## config.mk

```make
export PLATFORM = sky130hd
export DESIGN_NAME = adder_serial
export DESIGN_NICKNAME = d
export VERILOG_FILES = /design/src/rtl/adder_serial.sv
export SDC_FILE = /design/constraint.sdc
export NUM_CORES = 1
export LEC_CHECK = 0
export BUFFER_PORTS_ARGS = -buffer_cell sky130_fd_sc_hd__buf_4
export CAP_MARGIN = 0
export CORE_AREA = 2 2 94 96
export DETAILED_ROUTE_END_ITERATION = 12
export DIE_AREA = 0 0 96 98
export PLACE_DENSITY_LB_ADDON = 0.05
export SLEW_MARGIN = 20
export SYNTH_ARGS = -nofsm -noshare
export SYNTH_HDL_FRONTEND = slang
export SYNTH_SLANG_ARGS = --single-unit
```

## constraint.sdc

```tcl
create_clock -name clk -period 1.9 [get_ports clk]
set_clock_uncertainty 0.1 [all_clocks]
set_input_delay 0.475 -clock clk [delete_from_list [all_inputs] [get_ports clk]]
set_output_delay 0.475 -clock clk [all_outputs]
set_load 0.02 [all_outputs]
```

## src/rtl/adder_serial.sv

```systemverilog
`default_nettype none
// ============================================================================
// Module   : adder_serial (with leaf cell adder_1)
// Purpose  : Bit-serial N-bit adder. One full-adder cell is reused over N
//            cycles, LSB first, with a clocked carry and operand/result
//            shift registers. Valid/ready handshake on both sides.
// Ports    : clk, rst       - clock, synchronous active-high reset
//            i_valid/i_ready - operand handshake (a, b, c_in sampled on accept)
//            o_valid/o_ready - result handshake
//            a, b, c_in      - operands and carry into bit 0
//            sum, c_out      - low N bits of a+b+c_in, carry out of bit N-1
//            overflow        - signed overflow (carry into MSB ^ carry out)
//            sub             - only with ADDER_SERIAL_SUB_EN: 1 selects a-b
// Options  : `define ADDER_SERIAL_SUB_EN adds the sub port (a - b support).
// Revision : 1.0 - initial release
// ============================================================================

module adder_1 (
    input  wire logic i_a,
    input  wire logic i_b,
    input  wire logic i_c,
    output logic      o_s,
    output logic      o_c
);
    assign o_s = i_a ^ i_b ^ i_c;
    assign o_c = (i_a & i_b) | (i_c & (i_a ^ i_b));
endmodule

module adder_serial #(
    parameter int N = 32
) (
    input  wire logic         clk,
    input  wire logic         rst,
    input  wire logic         i_valid,
    output logic              i_ready,
    input  wire logic [N-1:0] a,
    input  wire logic [N-1:0] b,
    input  wire logic         c_in,
`ifdef ADDER_SERIAL_SUB_EN
    input  wire logic         sub,
`endif
    output logic              o_valid,
    input  wire logic         o_ready,
    output logic [N-1:0]      sum,
    output logic              c_out,
    output logic              overflow
);

    localparam int                 c_CNT_W = $clog2(N + 1);
    localparam logic [c_CNT_W-1:0] c_LAST  = c_CNT_W'(N - 1);
    localparam logic [c_CNT_W-1:0] c_ONE   = c_CNT_W'(1);

    localparam logic [1:0] S_IDLE = 2'd0;
    localparam logic [1:0] S_BUSY = 2'd1;
    localparam logic [1:0] S_DONE = 2'd2;

    logic [1:0]         r_state;
    logic [1:0]         w_state_nxt;
    logic [N-1:0]       r_a_sh;
    logic [N-1:0]       r_b_sh;
    logic [N-1:0]       r_sum_sh;
    logic [N-1:0]       w_sum_sh_nxt;
    logic               r_carry;
    logic               r_carry_msb;
    logic [c_CNT_W-1:0] r_count;
    logic               w_cell_sum;
    logic               w_cell_cout;
    logic               w_last;
    logic [N-1:0]       w_b_load;
    logic               w_carry_load;

    // Subtraction is a + ~b + 1, so it reuses the same serial datapath.
`ifdef ADDER_SERIAL_SUB_EN
    assign w_b_load     = sub ? ~b : b;
    assign w_carry_load = sub ? 1'b1 : c_in;
`else
    assign w_b_load     = b;
    assign w_carry_load = c_in;
`endif

    adder_1 u_cell (
        .i_a (r_a_sh[0]),
        .i_b (r_b_sh[0]),
        .i_c (r_carry),
        .o_s (w_cell_sum),
        .o_c (w_cell_cout)
    );

    // New sum bits enter at the MSB so after N shifts bit 0 sits at [0].
    generate
        if (N == 1) begin : g_sum_n1
            assign w_sum_sh_nxt = w_cell_sum;
        end else begin : g_sum_wide
            assign w_sum_sh_nxt = {w_cell_sum, r_sum_sh[N-1:1]};
        end
    endgenerate

    assign w_last = (r_count == c_LAST);

    // State register
    always_ff @(posedge clk) begin
        if (rst) begin
            r_state <= S_IDLE;
        end else begin
            r_state <= w_state_nxt;
        end
    end

    // Next-state logic
    always_comb begin
        w_state_nxt = r_state;
        case (r_state)
            S_IDLE:  if (i_valid) w_state_nxt = S_BUSY;
            S_BUSY:  if (w_last)  w_state_nxt = S_DONE;
            S_DONE:  if (o_ready) w_state_nxt = S_IDLE;
            default: w_state_nxt = S_IDLE;
        endcase
    end

    // Datapath
    always_ff @(posedge clk) begin
        if (rst) begin
            r_a_sh      <= '0;
            r_b_sh      <= '0;
            r_sum_sh    <= '0;
            r_carry     <= 1'b0;
            r_carry_msb <= 1'b0;
            r_count     <= '0;
        end else begin
            case (r_state)
                S_IDLE: begin
                    if (i_valid) begin
                        r_a_sh   <= a;
                        r_b_sh   <= w_b_load;
                        r_carry  <= w_carry_load;
                        r_sum_sh <= '0;
                        r_count  <= '0;
                    end
                end
                S_BUSY: begin
                    r_sum_sh <= w_sum_sh_nxt;
                    r_a_sh   <= r_a_sh >> 1;
                    r_b_sh   <= r_b_sh >> 1;
                    r_carry  <= w_cell_cout;
                    if (w_last) begin
                        // Carry entering the MSB, needed for signed overflow.
                        r_carry_msb <= r_carry;
                    end else begin
                        r_count <= r_count + c_ONE;
                    end
                end
                default: ;
            endcase
        end
    end

    assign i_ready  = (r_state == S_IDLE);
    assign o_valid  = (r_state == S_DONE);
    assign sum      = r_sum_sh;
    assign c_out    = r_carry;
    assign overflow = r_carry_msb ^ r_carry;

endmodule
`default_nettype wire
```

Word-level counts from Yosys, hierarchy flattened
Index checks and enable logic that the tools add are counted.
- equality and inequality tests: 7
- $add $sub $neg: 1
- mux-type cells: 15
- bitwise logic cells: 6
- reductions and logical operators: 6
- operators by type and width (cell ; number):
    $pmux 32 s2 ; 3
    $mux 32 ; 3
    $mux 6 ; 2
    $pmux 6 s2 ; 1
    $add 6x1->6 const B ; 1
    $eq 6x5->1 const B ; 1
    $mux 2 ; 3
    $ne 2x2->1 const B ; 3
    $pmux 2 s3 ; 1
    $reduce_and 3->1 ; 2
    $reduce_and 2->1 ; 2
    $xor 1x1->1 ; 3
    $and 1x1->1 ; 2
    $eq 2x1->1 const B ; 1
    $eq 2x2->1 const B ; 1
    $logic_not 2->1 ; 1
    $ne 2x1->1 const B ; 1
    $pmux 1 s2 ; 1
    $reduce_bool 2->1 ; 1
    $mux 1 ; 1
    $or 1x1->1 ; 1
- bits in registers: 106
- input port bits: 69
- word-level logic and storage cells: 42

Longest topological paths before layout
- depth in word-level cells: 4
- mapped depth: 7
- gate-level depth less buffers: 5

Hierarchy
From an unflattened synthesis, not the netlist that was laid out.
- cells, all modules: 515
- area, all modules: 4500.6 um^2
- by module, submodules not included (module ; cells each ; seq. area each (um^2) ; times used ; area each (um^2)):
    adder_serial ; 514 ; 2122.0 ; 1 ; 4480.5
    adder_1 ; 1 ; 0.0 ; 1 ; 20.0

Worst setup path before layout
OpenSTA, ideal clock, no wires.
- kind: register -> register
- from: reg r_carry (netlist: c_out)
- to: reg r_carry (netlist: c_out)
- period minus slack after synthesis: 1596 ps
- data required time: 1714 ps
- arrival: 1410 ps
- library setup time: 86 ps
- stages on the path, launching flop included: 6
- path slack: 304 ps
- path through: dfxtp_1 > inv_1 > fa_1 > nor3b_1 > a211oi_1 > a211oi_1
- longest elaborated chain between the ends: 3
- RTL lines (what ; RTL line ; text):
    start, declared ; 63 ; logic r_carry;
    start signal, assigned ; 135 ; r_carry <= w_carry_load;
    start signal, assigned ; 144 ; r_carry <= w_cell_cout;
    $and 1x1->1 ; 26 ; assign o_c = (i_a & i_b) | (i_c & (i_a ^ i_b));
    $or 1x1->1 ; 26 ;
    $pmux 1 s2 ; 130 ; case (r_state)
No other way between the ends.
A chain may end at the register's enable or synchronous reset.

Worst setup path after layout
- from: reg r_state[0]
- to: out o_valid
- longest elaborated chain between the ends: 1
- RTL lines (what ; RTL line ; text):
    start, declared ; 57 ; logic [1:0] r_state;
    start signal, assigned ; 105 ; r_state <= w_state_nxt;
    $eq 2x2->1 ; 158 ; assign o_valid = (r_state == S_DONE);
    end, declared ; 42 ; output logic o_valid,
No other way between the ends.

==> impl.org <==
** Routing
- In this run the remaining antenna-violating nets after routing total 0.
- Detailed routing inserted a total of 3927 vias.
- After the first detailed-routing iteration, the DRC count stood at 126.
- Number of detailed-routing iterations run before antenna repair :: 5
- Overall routed net length :: 9810 um
- In the routed layout, each cell is associated on average with a via count of 5.46.
- Per-cell routed wire length :: 13.6 um
- DRC violation count after routing :: 0

** Clock network
- Once the clock tree was built, the resizer swapped 0 gates to a different size.
- Clock-pin slew was measured on the worst setup and hold paths at 110 ps.
- Cts bufs inserted :: 9
- Buffers added to address setup during post-CTS repair amount to 0.
- Count of hold-fix buffers inserted at cts :: 0
- The H-tree was split into 3 levels.
- No sink is reached through more buffers than the 2 on the longest clock path.
- The root buffer cell chosen for the clock tree is sky130_fd_sc_hd__clkbuf_8.
- TritonCTS built the clock tree.
- Clock latency on the worst-skew pair, taken at its later pin, is 360 ps.
- CTS Sinks :: 106

** Die
- Cell Rows :: 34
- In this run the standard cell core region covers 0.00847 mm2.
- Pin placement for this block handled 105 I/O pins.
- Width of the die :: 96 um
- The die is 98 um tall.
- The floorplan step defined a die boundary enclosing 0.00941 mm2.
- Starting density of the core :: 0.516

** Yosys
- Of the post-synthesis cell area, the dominant cell type holds 0.486.
- Per-instance average area after synthesis :: 8.32 um2
- Most instantiated flip-flop cell in the synthesis netlist :: sky130_fd_sc_hd__dfxtp_1
- EDFF count, synth :: 0
- Post-Synthesis Cells :: 525
- Sorting the synthesized cells by area gives the leading types as sky130_fd_sc_hd__dfxtp_1, sky130_fd_sc_hd__a311oi_1, sky130_fd_sc_hd__nand2_1.
- Count leader, synth :: sky130_fd_sc_hd__nand2_1
- Synthesis produced a netlist with a net count of 596.
- Synth Register Bits :: 106
- Yosys mapped the design onto 38 distinct sky130hd cell types.
- Netlist area before placement :: 0.00437 mm2
- Sequential fraction of the synthesis area :: 0.486
- sky130_fd_sc_hd__dfxtp_1 takes more of the synthesized area than any other cell.
- In the synthesized netlist the async set-or-reset flop fraction comes to 0.
- Yosys warns :: 0
- The commonest cells after synthesis are sky130_fd_sc_hd__nand2_1, sky130_fd_sc_hd__dfxtp_1, sky130_fd_sc_hd__nor2_1.

** STA
- Measured slew at the worst slew-check pin :: 420 ps
- The number of endpoints with negative hold slack in the final report came to 0.
- Setup violations remaining at the end of the flow were counted as 0.
- Based on the critical path, the design can be clocked at up to 555 MHz.
- Rel. slew slack :: 0.720
- Slack of the critical path :: 99.8 ps
- Hold Worst Slack :: 251 ps
- Setup repair after global routing left no endpoint under its margin.
- Setup total negative slack on the finished layout was measured at 0 ps.
- Total count of max-transition violations in the final report :: 0
- Minimum clock period after layout :: 1800 ps
- Of the available clock period, the critical path in the final layout requires 0.947.

** Place
- Timing analysis after detailed placement gives a worst setup slack of 187 ps.
- Port buffering added 104 buffers.
- Estimated wirelength of the detail-placed design :: 6520 um
- At the end of routability-driven placement, the weighted congestion stood at 0.792.

** Setup path
- The worst setup path is captured at a primary output.
- Maximum fanout count along the critical path :: 9
- By startpoint and endpoint, the worst setup path is classified as reg -> out.
- At the worst endpoint, the arrival time is 1230 ps.
- At the worst endpoint, the required time is 1320 ps.
- CP startpoint kind :: register

** Global routing
- Vias in the first global route :: 3646
- Antenna violations before repair :: 0
- Global Route Usage Sum :: 0.210
- The first global-routing pass estimated 16100 um of wire.
- Global routing finished with a remaining overflow of 0.
- Entering global routing, the biggest net connects 56 pins.

** Power
- Pwr/cell area :: 813 mW/mm2
- Overall Power :: 4.43 mW
- Worst IR Drop VDD :: 472 uV
- Leakage power total :: 2.27 nW

** Finish
- Fraction of the core area covered by cells at the end of the flow :: 0.644
- Number of diodes added for antenna fixing :: 0
- In the final design database the tool counted 677 nets.
- Of the cells placed in the final design, the portion with a size suffix greater than 1 is 0.232.
- Layout overhead on the synthesized area :: 24.6%

** Worst hold path
- HP Class :: in -> reg

** Flow run
- The tool flagged a number of max-cap violations equal to 0.

** Run status
- The run finished with clean final reports.
layout make-up:
class                   count  area [um2]
clock inverters             7        75.1
well taps                 108         135
repair buffers            120         976
clock buffers               9         124
fillers                   759        3020
inverters                   5        18.8
multi-input cells         364        2000
flip-flops and latches    106        2120
worst paths after layout:
check	from	endpoint	slack, ps	cells after the start
worst max register to register	r_count[0]$_SDFFE_PP0P_	r_carry_msb$_SDFFE_PP0P_	230	4
worst max-delay path	r_state[0]$_SDFFE_PP0P_	o_valid	100	3
worst min register to register	r_a_sh[30]$_SDFFE_PP0P_	r_a_sh[29]$_SDFFE_PP0P_	380	2
worst min-delay path	a[31]	r_a_sh[31]$_SDFFE_PP0P_	250	3
worst max-delay path, stage by stage (launching register included):
cell	delay [ps]
sky130_fd_sc_hd__dfxtp_2	390
sky130_fd_sc_hd__buf_4	160
sky130_fd_sc_hd__nor2b_1	140
sky130_fd_sc_hd__buf_4	170
metrics by stage:
stage,instances,area [um2]
detailed placement,703,5250
global route,719,5450
finish,719,5450
floorplan,525,4370
CTS,719,5450
global placement,703,5250
registers in the layout, indices dropped and copies added (netlist names):
name	count
r_a_sh	32
r_b_sh	32
sum	32
r_count	6
r_state	2
c_out	1
r_carry_msb	1
placed cells by master, fill, tap and decap left out, drive strengths merged, types with 2 or more instances in the layout:
master / Yosys / routed
nor3: 2 / 2
a21oi: 3 / 3
clkinv: 0 / 4
nand2b: 5 / 5
inv: 5 / 7
nor2: 97 / 97
nor3b: 3 / 3
or3: 2 / 2
a311oi: 62 / 62
nand2: 127 / 127
a22oi: 33 / 33
a31oi: 3 / 3
nor2b: 2 / 2
buf: 35 / 120
dfxtp: 106 / 106
clkbuf: 15 / 9
a211oi: 4 / 4
mux2i: 3 / 3
cells by family after synthesis:
group,synth area share
and+or+nand+nor,0.224
AOI/OAI and AO/OA,0.212
DFF,0.486
buffers and inverters,0.0624
muxes,0.00687
adders and majority gates,0.00744
xor gates and xnor gates,0.00200
where the power goes:
part	total, mW	internal [mW]	leakage (nW)	switching [mW]
Combinational	0.603	0.278	1.30	0.325
Clock	1.41	0.620	0.104	0.785
Sequential	2.42	2.35	0.871	0.0705
metal layers:
metal,vias to the layer above,track usage,part of all wire
li1,1993,-,-
met1,1840,0.270,0.47
met2,87,0.342,0.47
met3,7,0.0594,0.054
met4,0,0.0604,0.0079
met5,-,0,0
Note: power is estimated with default switching activity, not from simulation.
